File: src/rtl/hub75_rx_if.sv
// hub75_rx_if: HUB75 pin bundle between a panel controller and hub75_rx.
// master drives clk/lat/oe_n/addr/rgb0/rgb1; slave samples them.
interface hub75_rx_if #(
    parameter int ROW_BITS = 5
);
    logic                hub_clk;
    logic                hub_lat;
    logic                hub_oe_n;
    logic [ROW_BITS-1:0] hub_addr;
    logic [2:0]          hub_rgb0;
    logic [2:0]          hub_rgb1;

    modport master (
        output hub_clk, hub_lat, hub_oe_n,
        output hub_addr, hub_rgb0, hub_rgb1
    );

    modport slave (
        input hub_clk, hub_lat, hub_oe_n,
        input hub_addr, hub_rgb0, hub_rgb1
    );
endinterface

File: src/rtl/hub75_rx.sv
// hub75_rx: HUB75 receiver. Rebuilds latched rows into frame-buffer writes.
// Ports: clk, rst (async high), hub (slave pins), wr_* write port, row/plane/
// on-time status, frame_start pulse, sticky err_len/err_ovf.
module hub75_rx #(
    parameter int NUM_COLS = 64,
    parameter int COL_BITS = 6,
    parameter int ROW_BITS = 5,
    parameter int ON_BITS  = 16
) (
    input  logic                       clk,
    input  logic                       rst,
    hub75_rx_if.slave                  hub,
    output logic                       wr_en_o,
    output logic [ROW_BITS+COL_BITS:0] wr_addr_o,
    output logic [2:0]                 wr_data_o,
    output logic                       row_done_o,
    output logic [ROW_BITS-1:0]        row_addr_o,
    output logic [2:0]                 plane_idx_o,
    output logic [ON_BITS-1:0]         on_cycles_o,
    output logic                       frame_start_o,
    output logic                       err_len_o,
    output logic                       err_ovf_o
);
    localparam int SW = ROW_BITS + 9;
    // oe_n resets high so no OE time is counted while the sync fills.
    localparam logic [SW-1:0] SYNC_RST = SW'(1) << (ROW_BITS + 6);
    localparam logic [COL_BITS:0]   K_MAX    = (COL_BITS+1)'(NUM_COLS);
    localparam logic [COL_BITS-1:0] LAST_COL = COL_BITS'(NUM_COLS - 1);
    localparam logic [ON_BITS-1:0]  ON_MAX   = '1;

    typedef enum logic [1:0] {
        IDLE, DUMP_TOP, DUMP_BOT, DONE
    } state_t;

    logic [SW-1:0]       sync1_q, sync2_q;
    logic                clk_prev_q, lat_prev_q;
    logic [5:0]          line_q [2][NUM_COLS];
    logic                fill_q;
    logic [COL_BITS:0]   k_q;
    state_t              state_q, state_d;
    logic [COL_BITS-1:0] col_q, col_d;
    logic [ROW_BITS-1:0] row_addr_q, prev_addr_q;
    logic [2:0]          plane_q;
    logic [ON_BITS-1:0]  on_cnt_q, on_cycles_q;
    logic                frame_start_q, err_len_q, err_ovf_q;

    logic                clk_s, lat_s, oe_n_s;
    logic [ROW_BITS-1:0] addr_s;
    logic [5:0]          pix_s;
    logic                shift_rise, lat_rise, shift_ok, accept;
    logic [COL_BITS:0]   k_eff;
    logic [COL_BITS-1:0] fill_col;
    logic [5:0]          dump_pix;
    logic                wr_en, half, row_done;

    assign {clk_s, lat_s, oe_n_s, addr_s, pix_s} = sync2_q;

    assign shift_rise = clk_s & ~clk_prev_q;
    assign lat_rise   = lat_s & ~lat_prev_q;
    assign shift_ok   = shift_rise && (k_q < K_MAX);
    // A shift in the latch cycle still belongs to the row being latched.
    assign k_eff      = k_q + {{COL_BITS{1'b0}}, shift_ok};
    assign accept     = lat_rise && (state_q == IDLE);
    // First pixel shifted ends up in the last column.
    assign fill_col   = COL_BITS'(K_MAX - (COL_BITS+1)'(1) - k_q);
    assign dump_pix   = line_q[~fill_q][col_q];

    always_comb begin
        state_d  = state_q;
        col_d    = col_q;
        wr_en    = 1'b0;
        half     = 1'b0;
        row_done = 1'b0;
        unique case (state_q)
            IDLE: begin
                if (accept) begin
                    state_d = DUMP_TOP;
                    col_d   = '0;
                end
            end
            DUMP_TOP: begin
                wr_en = 1'b1;
                col_d = col_q + 1'b1;
                if (col_q == LAST_COL) begin
                    col_d   = '0;
                    state_d = DUMP_BOT;
                end
            end
            DUMP_BOT: begin
                wr_en = 1'b1;
                half  = 1'b1;
                col_d = col_q + 1'b1;
                if (col_q == LAST_COL) begin
                    col_d   = '0;
                    state_d = DONE;
                end
            end
            DONE: begin
                row_done = 1'b1;
                state_d  = IDLE;
            end
            default: state_d = IDLE;
        endcase
    end

    always_ff @(posedge clk or posedge rst) begin
        if (rst) begin
            sync1_q       <= SYNC_RST;
            sync2_q       <= SYNC_RST;
            clk_prev_q    <= 1'b0;
            lat_prev_q    <= 1'b0;
            for (int b = 0; b < 2; b++)
                for (int c = 0; c < NUM_COLS; c++)
                    line_q[b][c] <= '0;
            fill_q        <= 1'b0;
            k_q           <= '0;
            state_q       <= IDLE;
            col_q         <= '0;
            row_addr_q    <= '0;
            prev_addr_q   <= '1;
            plane_q       <= '0;
            on_cnt_q      <= '0;
            on_cycles_q   <= '0;
            frame_start_q <= 1'b0;
            err_len_q     <= 1'b0;
            err_ovf_q     <= 1'b0;
        end else begin
            sync1_q       <= {hub.hub_clk, hub.hub_lat, hub.hub_oe_n,
                              hub.hub_addr, hub.hub_rgb1, hub.hub_rgb0};
            sync2_q       <= sync1_q;
            clk_prev_q    <= clk_s;
            lat_prev_q    <= lat_s;
            state_q       <= state_d;
            col_q         <= col_d;
            frame_start_q <= 1'b0;

            if (shift_ok)
                line_q[fill_q][fill_col] <= pix_s;

            if (lat_rise)
                k_q <= '0;
            else if (shift_ok)
                k_q <= k_q + 1'b1;

            if (lat_rise && !accept)
                err_ovf_q <= 1'b1;

            if (accept) begin
                fill_q      <= ~fill_q;
                row_addr_q  <= addr_s;
                prev_addr_q <= addr_s;
                if (k_eff != K_MAX)
                    err_len_q <= 1'b1;
                if (addr_s == prev_addr_q)
                    plane_q <= (plane_q == 3'd7) ? 3'd7 : plane_q + 3'd1;
                else
                    plane_q <= 3'd0;
                frame_start_q <= (addr_s == '0) && (prev_addr_q != '0);
                on_cycles_q   <= on_cnt_q;
                on_cnt_q      <= '0;
            end else if (!oe_n_s && on_cnt_q != ON_MAX) begin
                on_cnt_q <= on_cnt_q + 1'b1;
            end
        end
    end

    assign wr_en_o       = wr_en;
    assign wr_addr_o     = wr_en ? {half, row_addr_q, col_q} : '0;
    assign wr_data_o     = !wr_en ? 3'b000 :
                           half ? dump_pix[5:3] : dump_pix[2:0];
    assign row_done_o    = row_done;
    assign row_addr_o    = row_addr_q;
    assign plane_idx_o   = plane_q;
    assign on_cycles_o   = on_cycles_q;
    assign frame_start_o = frame_start_q;
    assign err_len_o     = err_len_q;
    assign err_ovf_o     = err_ovf_q;
endmodule

File: src/flat_wrapper.sv
// flat-port wrapper written by rule: the top's interface ports become plain ports
module hub75_rx_flat 
#(
    parameter int NUM_COLS = 64,
    parameter int COL_BITS = 6,
    parameter int ROW_BITS = 5,
    parameter int ON_BITS  = 16
)
  (clk, rst, wr_en_o, wr_addr_o, wr_data_o, row_done_o, row_addr_o, plane_idx_o, on_cycles_o, frame_start_o, err_len_o, err_ovf_o, hub_hub_clk, hub_hub_lat, hub_hub_oe_n, hub_hub_addr, hub_hub_rgb0, hub_hub_rgb1);
  hub75_rx_if #(.ROW_BITS(ROW_BITS)) hub_i ();
  input  logic clk;
  input  logic rst;
  output logic wr_en_o;
  output logic [ROW_BITS+COL_BITS:0] wr_addr_o;
  output logic [2:0] wr_data_o;
  output logic row_done_o;
  output logic [ROW_BITS-1:0] row_addr_o;
  output logic [2:0] plane_idx_o;
  output logic [ON_BITS-1:0] on_cycles_o;
  output logic frame_start_o;
  output logic err_len_o;
  output logic err_ovf_o;
  input wire logic [$bits(hub_i.hub_clk)-1:0] hub_hub_clk;
  input wire logic [$bits(hub_i.hub_lat)-1:0] hub_hub_lat;
  input wire logic [$bits(hub_i.hub_oe_n)-1:0] hub_hub_oe_n;
  input wire logic [$bits(hub_i.hub_addr)-1:0] hub_hub_addr;
  input wire logic [$bits(hub_i.hub_rgb0)-1:0] hub_hub_rgb0;
  input wire logic [$bits(hub_i.hub_rgb1)-1:0] hub_hub_rgb1;
  assign hub_i.hub_clk = hub_hub_clk;
  assign hub_i.hub_lat = hub_hub_lat;
  assign hub_i.hub_oe_n = hub_hub_oe_n;
  assign hub_i.hub_addr = hub_hub_addr;
  assign hub_i.hub_rgb0 = hub_hub_rgb0;
  assign hub_i.hub_rgb1 = hub_hub_rgb1;
  hub75_rx #(.NUM_COLS(NUM_COLS), .COL_BITS(COL_BITS), .ROW_BITS(ROW_BITS), .ON_BITS(ON_BITS)) u_core (.clk(clk), .rst(rst), .hub(hub_i), .wr_en_o(wr_en_o), .wr_addr_o(wr_addr_o), .wr_data_o(wr_data_o), .row_done_o(row_done_o), .row_addr_o(row_addr_o), .plane_idx_o(plane_idx_o), .on_cycles_o(on_cycles_o), .frame_start_o(frame_start_o), .err_len_o(err_len_o), .err_ovf_o(err_ovf_o));
endmodule
File: config.mk
export PLATFORM = sky130hd
export DESIGN_NAME = hub75_rx_flat
export DESIGN_NICKNAME = d
export VERILOG_FILES = /design/src/rtl/hub75_rx_if.sv /design/src/rtl/hub75_rx.sv /design/src/flat_wrapper.sv
export SDC_FILE = /design/constraint.sdc
export NUM_CORES = 2
export LEC_CHECK = 0
export CAP_MARGIN = 20
export CORE_MARGIN = 3
export CORE_UTILIZATION = 40
export DETAILED_ROUTE_END_ITERATION = 10
export PLACE_DENSITY_LB_ADDON = 0.05
export SKIP_CTS_REPAIR_TIMING = 1
export SYNTH_ARGS = -nofsm -noshare
export SYNTH_HDL_FRONTEND = slang
export SYNTH_SLANG_ARGS = --single-unit
File: constraint.sdc
create_clock -name clk -period 79.8 [get_ports clk]
set_input_delay 11.97 -clock clk [delete_from_list [all_inputs] [get_ports clk]]
set_output_delay 11.97 -clock clk [all_outputs]
set_load 0.01 [all_outputs]
==> flow_metrics.env <==
export IMPL_drv_slew=0
export IMPL_dp_hpwl_um=71000
export IMPL_dieArea_mm2=0.103
export IMPL_cp_startpoint="u_core.col_q[0]$_DFFE_PP0P_"
export IMPL_avgSynthCellArea_um2=14.2
export IMPL_overflow=0
export IMPL_seq_area_mm2=0.0216
export IMPL_grt_pass1_vias=25415
export IMPL_cts_clk_slew_worst_paths_ns=0.06
export IMPL_cts_sinks=862
export IMPL_io_pins=60
export IMPL_fillers=8710
export IMPL_design_area_mm2=0.0447
export IMPL_area_delta_synth_final_pct=12.2
export IMPL_grt_max_degree=164
export IMPL_synthTopCellsByCount="dfrtp_1 (855), mux2_2 (741), nand2_1 (203)"
export IMPL_powerDensity_mw_per_mm2=27.7
export IMPL_hold_viol_final=0
export IMPL_num_rows=115
export IMPL_dp_cells=3988
export IMPL_fin_crit_sh=0.217
export IMPL_wirelength_um=112000
export IMPL_start_util=0.404
export IMPL_die_x_um=321
export IMPL_netlist_area_mm2=0.0398
export IMPL_leakage_nw=21.2
export IMPL_numCtsBuffers=98
export IMPL_rsz0062_at_grt="false"
export IMPL_ys_types=88
export IMPL_hp_class="reg2reg"
export IMPL_post_route_min_period_ns=17.30
export IMPL_multi_input_area_mm2=0.0171
export IMPL_setup_viol=0
export IMPL_instances_no_fill=4166
export IMPL_drc_errors=0
export IMPL_drtAntennaViolNets=0
export IMPL_synth_nets=2827
export IMPL_drive_gt1_frac=0.406
export IMPL_cts_path_max_buffers=3
export IMPL_synth_area_leader_cell="dfrtp_1"
export IMPL_dpl_cell_area_mm2=0.0413
export IMPL_synth_edf_count=0
export IMPL_yosysWarnings=0
export IMPL_drt_iter0_drc=1322
export IMPL_end_kind="output port"
export IMPL_max_vdd_ir_drop_v=0.0000213
export IMPL_core_mm2=0.0986
export IMPL_clk_latency_ns=0.68
export IMPL_critPathKind="reg2out"
export IMPL_clock_fmax_mhz=57.8
export IMPL_via_per_inst=5.70
export IMPL_cp_max_fo=93
export IMPL_synthFlopType="dfrtp_1"
export IMPL_worst_setup_path_start_kind="flop"
export IMPL_cts_tree="yes"
export IMPL_setup_tns_ns=0
export IMPL_ys_async_sr_fraction=1.00
export IMPL_dr_pass1_iters=5
export IMPL_arrival_ns=5.33
export IMPL_synth_cells=2800
export IMPL_cap_violations=0
export IMPL_final_nets=2829
export IMPL_ys_top_cells_by_area="dfrtp_1 (54%), mux2_2 (21%), mux4_2 (6.1%), mux2i_1 (3.7%), nand2_1 (1.9%)"
export IMPL_htreeDepth=3
export IMPL_r2r_start="u_core.fill_q$_DFFE_PP0P_"
export IMPL_max_slew_worst_pin_slew_ns=1.11
export IMPL_grt_pass1_wl_um=170000
export IMPL_place_congestion=0.778
export IMPL_relSlewSlack=0.259
export IMPL_synth_most_common_cell="dfrtp_1"
export IMPL_min_from="u_core.sync1_q[0]$_DFF_PP0_"
export IMPL_cp_data_required_time_ns=67.83
export IMPL_synth_top_area_frac=0.537
export IMPL_status="finished, final reports clean"
export IMPL_fin_skew_ns=0.0295
export IMPL_ys_ff_latch=862
export IMPL_die_h_um=321
export IMPL_grtUsageTotal=0.219
export IMPL_ys_seq_area_frac=0.542
export IMPL_num_vias=23740
export IMPL_detail_route_wl_per_cell_um=26.9
export IMPL_io_buffers=59
export IMPL_antenna_found_initial=1
export IMPL_cts_root_buf="clkbuf_16"
[cell type report]
| cell class | instances | share of cell area |
|---|---|---|
| timing repair buffer | 97 | 0.0217 |
| multi-input combinational | 1734 | 0.382 |
| clock inverter | 32 | 0.0104 |
| tap | 1287 | 0.0360 |
| sequential | 862 | 0.484 |
| clock buffer | 144 | 0.0655 |
| antenna | 1 | 0.0000560 |
| inverter | 9 | 0.000924 |
[registers in the layout (all words and copies together) (netlist names)]
register / count
u_core.row_addr_o: 5
u_core.state_q: 2
u_core.sync1_q: 14
u_core.plane_idx_o: 3
u_core.frame_start_o: 1
u_core.on_cycles_o: 16
u_core.err_ovf_o: 1
u_core.line_q: 768
u_core.err_len_o: 1
u_core.fill_q: 1
u_core.lat_prev_q: 1
u_core.sync2_q: 14
u_core.on_cnt_q: 16
u_core.k_q: 7
u_core.col_q: 6
u_core.prev_addr_q: 5
u_core.clk_prev_q: 1
[path summary, 6_finish.rpt]
check | endpoint | slack, ns | cells after the start
min reg2reg | u_core.sync2_q[0]$_DFF_PP0_ | 0.35 | 0
max | wr_data_o[0] | 62.50 | 9
min in group asynchronous | u_core.line_q[265]$_DFFE_PP0P_ | 11.85 | 2
min | u_core.sync2_q[0]$_DFF_PP0_ | 0.35 | 0
max in group asynchronous | u_core.sync2_q[5]$_DFF_PP0_ | 64.53 | 5
max reg2reg | u_core.line_q[13]$_DFFE_PP0P_ | 76.17 | 5
[critical path, stage by stage (launching register included)]
cell	delay [ns]
dfrtp_4	0.84
buf_12	0.45
mux4_1	0.66
nand2_1	0.10
a21oi_1	0.10
a2111oi_0	0.91
o32a_1	0.31
nor3_1	0.06
o21a_1	0.25
clkdlybuf4s50_1	0.52
[placed cells by master, fill, tap and decap left out, drive strengths merged, types with 7 or more instances in the layout]
| master | synthesis | final |
|---|---|---|
| buf | 84 | 37 |
| and2 | 18 | 18 |
| o221ai | 28 | 28 |
| a211oi | 11 | 11 |
| nor3 | 10 | 10 |
| nand2 | 212 | 212 |
| o21ai | 33 | 33 |
| clkbuf | 111 | 144 |
| a221oi | 16 | 16 |
| xor2 | 19 | 19 |
| mux2i | 147 | 147 |
| o22ai | 19 | 19 |
| bufinv | 0 | 10 |
| mux4 | 118 | 118 |
| nand3 | 14 | 14 |
| nand4 | 7 | 7 |
| a21oi | 50 | 50 |
| clkdlybuf4s50 | 0 | 59 |
| inv | 9 | 11 |
| dfstp | 7 | 7 |
| dfrtp | 855 | 855 |
| a22oi | 11 | 11 |
| clkinv | 0 | 17 |
| mux2 | 772 | 772 |
| ha | 11 | 11 |
| nor2 | 126 | 126 |
| xnor2 | 7 | 7 |
[per-stage QoR]
| step | setup WS [ns] | power, mW | hold slack (ns) | utilization |
|---|---|---|---|---|
| after floorplan | 43.62 | 0.684 | 0.331 | - |
| after global placement | 62.68 | 0.771 | 0.333 | 0.418 |
| after detailed placement | 63.18 | 0.777 | 0.335 | 0.419 |
| after CTS | 62.42 | 1.25 | 0.350 | 0.453 |
| after global routing | 62.25 | 1.29 | 0.353 | 0.453 |
| final | 62.50 | 1.24 | 0.349 | 0.453 |
[per-layer routing]
metal | vias up | GRT usage | part of all wire
met3 | 133 | 0.0389 | 0.045
met4 | 0 | 0.0488 | 0.020
met5 | - | 0 | 0
met1 | 12891 | 0.314 | 0.47
met2 | 468 | 0.348 | 0.47
li1 | 10248 | - | -
[logic make-up after synthesis]
kind of cell    Yosys count  synth area share
mux                    1037             0.323
flops                   862             0.542
compound gates          226            0.0419
simple gates            434            0.0537
buf+inv                 204            0.0302
fa+ha+maj                11           0.00346
xor+xnor                 26           0.00572
[where the power goes]
group          internal (mW)  leakage (nW)  switching [mW]
clock                  0.286          1.67           0.184
sequential             0.460          11.8          0.0294
combinational          0.105          7.68           0.172
Power figures use the tool's default switching activity.
